[config.mk]
export PLATFORM = sky130hd
export DESIGN_NAME = net_to_usb_serializer_flat
export DESIGN_NICKNAME = d
export VERILOG_FILES = /design/src/rtl/usb_bridge_pkg.sv /design/src/rtl/net_to_usb_serializer_if.sv /design/src/rtl/net_to_usb_serializer.sv /design/src/flat_wrapper.sv
export SDC_FILE = /design/constraint.sdc
export NUM_CORES = 1
export LEC_CHECK = 0
export CORE_ASPECT_RATIO = 1.25
export CORE_MARGIN = 5
export CORE_UTILIZATION = 48
export DETAILED_ROUTE_END_ITERATION = 16
export PLACE_DENSITY = 0.88
export SLEW_MARGIN = 30
export SYNTH_ARGS = -nofsm -noshare
export SYNTH_HDL_FRONTEND = slang
export SYNTH_SLANG_ARGS = --single-unit
[constraint.sdc]
create_clock -name clk -period 1.8 [get_ports clk]
set_clock_uncertainty 0.05 [all_clocks]
set_input_delay 0.36 -clock clk [delete_from_list [all_inputs] [get_ports clk]]
set_output_delay 0.36 -clock clk [all_outputs]
set_load 0.01 [all_outputs]
[src/rtl/usb_bridge_pkg.sv]
// Shared definitions for the USB bridge datapath blocks.
//   BYTE_W      : width of one byte on the USB-side stream
//   WORD_BYTES  : bytes per network-side word (power of two)
//   IDX_W       : width of a byte index within a word
//   ser_state_t : serializer state (EMPTY / BUSY)
package usb_bridge_pkg;
    localparam int BYTE_W     = 8;
    localparam int WORD_BYTES = 4;
    localparam int IDX_W      = $clog2(WORD_BYTES);

    typedef enum logic {
        EMPTY,
        BUSY
    } ser_state_t;
endpackage

[src/rtl/net_to_usb_serializer_if.sv]
// Handshake bundle for net_to_usb_serializer.
//   io_n_* : word stream from the network domain (valid/ready, bits, last, nbytes)
//   io_a_* : byte stream toward the outbound async FIFO (valid/ready, bits, last)
// Modports:
//   slave  : the serializer's view (consumes words, produces bytes)
//   master : the surrounding logic's view (produces words, consumes bytes)
interface net_to_usb_serializer_if
    import usb_bridge_pkg::*;
#(
    parameter int BYTE_W     = usb_bridge_pkg::BYTE_W,
    parameter int WORD_BYTES = usb_bridge_pkg::WORD_BYTES
);
    localparam int SEL_W = $clog2(WORD_BYTES);

    logic                         io_n_ready;
    logic                         io_n_valid;
    logic [BYTE_W*WORD_BYTES-1:0] io_n_bits;
    logic                         io_n_last;
    logic [SEL_W-1:0]             io_n_nbytes;

    logic                         io_a_ready;
    logic                         io_a_valid;
    logic [BYTE_W-1:0]            io_a_bits;
    logic                         io_a_last;

    modport slave (
        input  io_n_valid, io_n_bits, io_n_last, io_n_nbytes,
        output io_n_ready,
        input  io_a_ready,
        output io_a_valid, io_a_bits, io_a_last
    );

    modport master (
        output io_n_valid, io_n_bits, io_n_last, io_n_nbytes,
        input  io_n_ready,
        output io_a_ready,
        input  io_a_valid, io_a_bits, io_a_last
    );
endinterface

[src/rtl/net_to_usb_serializer.sv]
// Outbound width converter: accepts WORD_BYTES-byte words and emits them one
// byte per cycle, least-significant byte first, with packet framing.
// Ports:
//   clk     : single clock
//   reset_n : synchronous active-low reset
//   io      : net_to_usb_serializer_if.slave
//             io_n_* word input (valid/ready, bits, last, nbytes; nbytes 0 = full word)
//             io_a_* byte output (valid/ready, bits, last on the packet's final byte)
module net_to_usb_serializer
    import usb_bridge_pkg::*;
#(
    parameter int BYTE_W     = usb_bridge_pkg::BYTE_W,
    parameter int WORD_BYTES = usb_bridge_pkg::WORD_BYTES
) (
    input  logic                    clk,
    input  logic                    reset_n,
    net_to_usb_serializer_if.slave  io
);
    localparam int SEL_W  = $clog2(WORD_BYTES);
    localparam int WORD_W = BYTE_W * WORD_BYTES;

    ser_state_t        state_q, state_d;
    logic [WORD_W-1:0] sreg_q, sreg_d;
    logic [SEL_W-1:0]  idx_q, idx_d;
    logic [SEL_W-1:0]  lim_q, lim_d;
    logic              lastw_q, lastw_d;

    logic busy;
    logic at_lim;
    logic a_fire;
    logic n_fire;
    logic n_ready;

    assign busy   = (state_q == BUSY);
    assign at_lim = (idx_q == lim_q);
    assign a_fire = busy & io.io_a_ready;

    // Ready looks through to io_a_ready so the next word can load in the
    // same cycle the final byte leaves: no bubble between words.
    assign n_ready = reset_n & (~busy | (io.io_a_ready & at_lim));
    assign n_fire  = io.io_n_valid & n_ready;

    assign io.io_n_ready = n_ready;
    assign io.io_a_valid = busy;
    assign io.io_a_bits  = sreg_q[BYTE_W-1:0];
    assign io.io_a_last  = busy & lastw_q & at_lim;

    always_comb begin
        state_d = state_q;
        sreg_d  = sreg_q;
        idx_d   = idx_q;
        lim_d   = lim_q;
        lastw_d = lastw_q;

        // A word accept in BUSY implies the final byte is transferring now,
        // so the load takes priority over the shift/advance path.
        if (n_fire) begin
            state_d = BUSY;
            sreg_d  = io.io_n_bits;
            idx_d   = '0;
            lastw_d = io.io_n_last;
            // nbytes wraps: 0 means a full word, so nbytes-1 lands on the top index.
            lim_d   = io.io_n_last ? SEL_W'(io.io_n_nbytes - SEL_W'(1)) : '1;
        end else if (a_fire) begin
            if (at_lim) begin
                state_d = EMPTY;
            end else begin
                sreg_d = sreg_q >> BYTE_W;
                idx_d  = idx_q + SEL_W'(1);
            end
        end
    end

    always_ff @(posedge clk) begin
        if (!reset_n) begin
            state_q <= EMPTY;
            sreg_q  <= '0;
            idx_q   <= '0;
            lim_q   <= '0;
            lastw_q <= 1'b0;
        end else begin
            state_q <= state_d;
            sreg_q  <= sreg_d;
            idx_q   <= idx_d;
            lim_q   <= lim_d;
            lastw_q <= lastw_d;
        end
    end
endmodule

[src/flat_wrapper.sv]
// flat-port wrapper written by rule: the top's interface ports become plain ports
module net_to_usb_serializer_flat import usb_bridge_pkg::*;
#(
    parameter int BYTE_W     = usb_bridge_pkg::BYTE_W,
    parameter int WORD_BYTES = usb_bridge_pkg::WORD_BYTES
)
  (clk, reset_n, io_io_n_valid, io_io_n_bits, io_io_n_last, io_io_n_nbytes, io_io_n_ready, io_io_a_ready, io_io_a_valid, io_io_a_bits, io_io_a_last);
  net_to_usb_serializer_if #(.BYTE_W(BYTE_W), .WORD_BYTES(WORD_BYTES)) io_i ();
  input  logic clk;
  input  logic reset_n;
  input wire logic [$bits(io_i.io_n_valid)-1:0] io_io_n_valid;
  input wire logic [$bits(io_i.io_n_bits)-1:0] io_io_n_bits;
  input wire logic [$bits(io_i.io_n_last)-1:0] io_io_n_last;
  input wire logic [$bits(io_i.io_n_nbytes)-1:0] io_io_n_nbytes;
  output wire logic [$bits(io_i.io_n_ready)-1:0] io_io_n_ready;
  input wire logic [$bits(io_i.io_a_ready)-1:0] io_io_a_ready;
  output wire logic [$bits(io_i.io_a_valid)-1:0] io_io_a_valid;
  output wire logic [$bits(io_i.io_a_bits)-1:0] io_io_a_bits;
  output wire logic [$bits(io_i.io_a_last)-1:0] io_io_a_last;
  assign io_i.io_n_valid = io_io_n_valid;
  assign io_i.io_n_bits = io_io_n_bits;
  assign io_i.io_n_last = io_io_n_last;
  assign io_i.io_n_nbytes = io_io_n_nbytes;
  assign io_io_n_ready = io_i.io_n_ready;
  assign io_i.io_a_ready = io_io_a_ready;
  assign io_io_a_valid = io_i.io_a_valid;
  assign io_io_a_bits = io_i.io_a_bits;
  assign io_io_a_last = io_i.io_a_last;
  net_to_usb_serializer #(.BYTE_W(BYTE_W), .WORD_BYTES(WORD_BYTES)) u_core (.clk(clk), .reset_n(reset_n), .io(io_i));
endmodule
[Yosys cells after proc, flatten, opt, wreduce, memory -nomap -nowiden]
Index checks and enable logic that the tools add are counted.
Storage, ports and cells
  latch bits: 0
  memories: 0
  memory bits (writable): 0
  ROM bits: 0
  register bits: 38
  bits of input ports: 39
Operators by class
  shift operators: 0
  divide/modulo/power cells: 0
  $add $sub $neg: 2
  multipliers: 0
  order comparisons: 0
  equal/unequal tests: 2
  reduce and logical (&&, ||, !) cells: 6
  bitwise operators: 10
  muxes and demuxes: 7
Operator list (number)
  two-way mux 32 bit: 3
  bitwise AND 1 bit: 6
  AND reduction 2 bit: 3
  nonzero test 2 bit: 2
  two-way mux 1 bit: 3
  NOT 1 bit: 3
  adder 2 x 1 -> 2 bit (second input constant): 1
  == test 2 bit: 1
  two-way mux 2 bit: 1
  != test 2 bit (second input constant): 1
  OR reduction 2 bit: 1
  subtractor 2 x 1 -> 2 bit (second input constant): 1
  OR 1 bit: 1

[Longest topological paths before layout]
  word-level depth: 7
  depth in mapped cells: 6
  mapped depth without buffers: 4

[Least setup slack after synthesis]
OpenSTA, ideal clock, no wires.
  path type: reg2out
  start: register u_core.idx_q[0]
  end: output io_io_n_ready
  arrival time: 1.235 ns
  path buffers: 0
  stages on the path, launching flop included: 5
  slack: 0.155 ns
  cell sequence: dfxtp_1 > xor2_1 > nor2_1 > a21boi_0 > and2b_1
Between the ends
  cells in the longest elaborated chain, start to end: 4
Ends and longest elaborated chain
  start, declared: RTL line net_to_usb_serializer.sv:24  | logic [SEL_W-1:0] idx_q, idx_d;
  start signal, assigned: RTL line net_to_usb_serializer.sv:84  | idx_q <= idx_d;
  == test 2 bit: RTL line net_to_usb_serializer.sv:35  | assign at_lim = (idx_q == lim_q);
  bitwise AND 1 bit: RTL line net_to_usb_serializer.sv:40  | assign n_ready = reset_n & (~busy | (io.io_a_ready & at_lim));
  OR 1 bit: RTL line net_to_usb_serializer.sv:40
  bitwise AND 1 bit: RTL line net_to_usb_serializer.sv:40
  end, declared: RTL line flat_wrapper.sv:15  | output wire logic [$bits(io_i.io_n_ready)-1:0] io_io_n_ready;
Every way passes these cells.

[Worst setup path in the final report]
  start: register u_core.idx_q[1]
  end: output io_io_a_last
Between the ends
  cells in the longest elaborated chain, start to end: 2
Ends and longest elaborated chain
  == test 2 bit: RTL line net_to_usb_serializer.sv:35
  bitwise AND 1 bit: RTL line net_to_usb_serializer.sv:46  | assign io.io_a_last = busy & lastw_q & at_lim;
  end, declared: RTL line flat_wrapper.sv:19  | output wire logic [$bits(io_i.io_a_last)-1:0] io_io_a_last;
Every way passes these cells.

==> key figures <==
Status
  • Status: finished clean

Synthesis
  • Area of the mapped netlist: between 1500 and 2000 sq um
  • Post-synth ARST share: 0%
  • Distinct cells, synth: 30
  • Flops & latches, synth: 38
  • Most frequent cell after synthesis: dfxtp_1
  • Multiplexer share of the synthesized area: 0%
  • Top area cells in the synthesized netlist: dfxtp_1 (42%), o221ai_1 (9.1%), nor3_1 (5.2%)
  • Commonest cells in the netlist: dfxtp_1 (38), nor2_1 (25), nand2_1 (20), nor3_1 (19), o221ai_1 (19)
  • Simple-gate share of the synthesized area: 20.3%
  • Post-synth EDFFs: 0
  • Cells after Synth: approximately 210
  • Adder-Cell Fraction of Synth Area: 0%
  • Avg Inst Size Synth: 8.66 sq um
  • Synth Area in Compound Gates: 25.9%
  • Dominant synthesized flop cell: dfxtp_1
  • Post-synthesis sequential area ratio: 41.6%
  • Mapped Nets: 250
  • Top-area cell type share of the netlist area: around two fifths
  • Leading area contributor after synthesis: dfxtp_1
  • XOR/XNOR Fraction of Synth Area: 4.18%
  • Ys Warns: 0
  • Largest family of logic cells by synthesized area: compound AO/OA/AOI/OAI gates

STA
  • RSZ-0062 raised after global routing: yes
  • Final hold vios: 0
  • Max-slew violations: 0
  • Tcrit/Tclk final: between 90 and 100%
  • Slew margin rel.: 72.4%
  • Peak Freq: between 500 and 600 MHz
  • Slew @ Worst Pin: 0.414 ns
  • Finish-stage setup viols: 0
  • Min Tclk post-route: 1.80 ns
  • Hold Worst Slack: 0.396 ns

Die
  • Die Wd: 65.2 um
  • Die area: approximately 5100 sq um
  • Placement Rows: 25
  • Core footprint: approximately 3700 sq um
  • Initial Utilization: between 40% and 50%
  • Die Ht: slightly below 80 um
  • I/O Pins: 50

Critical path
  • Critical path type: flip-flop to output port
  • Worst path required time: about 1.4 ns
  • Worst-path maximum fanout: 2
  • Critical Path AT: roughly 1.4 ns
  • Critical-path top delay cell: dfxtp_2
  • CP max stage delay: between 0.3 and 0.4 ns
  • Setup crit end kind: output port
  • Crit-path cells: xor2_2 -> nor2_2 -> buf_4 -> and3_1 -> buf_2
  • Startpoint types: flip-flop

Cells and area
  • # fillers: between 200 and 300
  • Final non-filler cell total: 310
  • Share of layout cells above drive strength 1: 18.1%
  • Diode count: 0
  • Area Growth Syn to Fin: 39.8%
  • Final nets: ~310

Clocking
  • Clock Latency Late Sink: between 0.2 and 0.3 ns
  • CTS Buf Count: 5
  • Root Driver: clkbuf_8
  • H-tree depth: 2
  • Clock tree buffer depth: 2
  • Clk slew on worst S/H paths: ~0.070 ns
  • TritonCTS clock tree: done
  • Clock sinks: 38

Routing
  • Routed via count: about 1,800
  • DRC: 0
  • DR WL/cell: about 15 um
  • Drt total wl: between 4000 and 5000 um
  • First-pass DRT Iterations: 4
  • Antenna Violating Nets Remaining: 0
  • Vias per cell: roughly 5.8
  • DRT iter0 DRCs: between 150 and 200

Placement
  • Placer Congestion: roughly 0.74
  • Inst Count DP: between 200 and 300
  • Port Buf Inserts: 49
  • Post-DP HPWL: 3280 um

Power
  • Peak VDD IR: around 0.00046 V
  • PwrDens: around 820 nW/um^2
  • Static leakage: roughly 1 nW

Global routing
  • Pin count of the biggest net entering global routing: 33
  • Remaining global-route overflow: 0
  • First-pass GRT wire length: about 7500 um
  • Tot GR Track Use: a little under a fifth
  • Vias in the first global route: ~1,600
  • Antenna violations before repair: 0

Run
  • Max cap viols: 0

Min path
  • HP Class: flip-flop to flip-flop
registers in the layout, summed over array words and instances (netlist names):
name,count
u_core.io.io_a_valid,1
u_core.idx_q,2
u_core.sreg_q,32
u_core.lastw_q,1
u_core.lim_q,2
critical path: cells and delay by family, from the launching register on:
family / cells / cell delay (ns)
buf+inv: 2 / 0.26
xor+xnor: 1 / 0.18
flops: 1 / 0.34
simple gates: 2 / 0.31
stage by stage:
stage	TNS, ns	cell area (sq um)	setup slack (ns)	power [mW]	util, %
after global placement	-3.88	2390	-0.256	1.46	64.2
after floorplan	0	1830	0.155	1.26	-
final	0	2550	0.00475	2.10	68.6
after detailed placement	-4.77	2390	-0.302	1.48	64.2
after CTS	0	2520	0.00570	2.11	67.8
after global routing	-0.127	2550	-0.0797	2.21	68.6
kinds of logic (layout without fill, tap and decap cells):
kind of cell           after synthesis  after routing
AND/OR/NAND/NOR                     81             81
AO/OA/AOI/OAI                       63             63
flip-flops                          38             38
buffers and inverters               22             81
XOR/XNOR                             7              7
final cells by class:
class	count	area [sq um]	area share (%)
clock buffer	6	82.6	3.23
timing repair buffer	73	688	26.9
clock inverter	2	12.5	0.490
tap	40	50.0	1.96
sequential	38	766	30.0
multi-input combinational	151	955	37.4
layout by cell type, fill, tap and decap left out, types with 5 or more instances in the layout:
| master | count |
|---|---|
| nor3_1 | 19 |
| clkdlybuf4s50_1 | 46 |
| a21oi_1 | 14 |
| o31ai_1 | 5 |
| o21ai_0 | 7 |
| nor2_1 | 24 |
| clkbuf_8 | 6 |
| a211oi_1 | 5 |
| nor2b_1 | 5 |
| dfxtp_1 | 34 |
| nand2_1 | 20 |
| o221ai_1 | 19 |
| buf_4 | 22 |
| o2111a_1 | 5 |
path summary, 6_finish.rpt:
check,slack (ns),to,startpoint,cells past startpoint
worst max-delay path,0.005,io_io_a_last,u_core.idx_q[1],5
worst min register to register,0.40,u_core.lastw_q,u_core.lastw_q,2
worst max register to register,0.10,u_core.sreg_q[14],u_core.idx_q[0],6
worst min-delay path,0.40,u_core.lastw_q,u_core.lastw_q,2
power breakdown:
part,switching (mW),leakage [nW],internal (mW),total [mW]
Clock,0.301,0.0472,0.308,0.609
Sequential,0.0458,0.316,0.918,0.964
Combinational,0.240,0.639,0.286,0.526
Total,0.587,1.00,1.51,2.10
repair_timing:
action                                  in CTS  in global routing
endpoints found under the setup margin       2                 17
pin swaps                                    4                  2
gates resized for setup                     17                  3
hold buffers                                 0                  0
hold endpoints to repair                     0                  0
gates cloned                                 0                  0
buffers inserted                             3                  2
routing by layer:
layer,vias up,track usage [%],wire [um]
li1,886,-,-
met1,831,22.1,1840
met2,63,31.4,2380
met3,7,4.67,284
met4,0,9.54,95
met5,-,0,0
(Power assumes the default switching activity.)
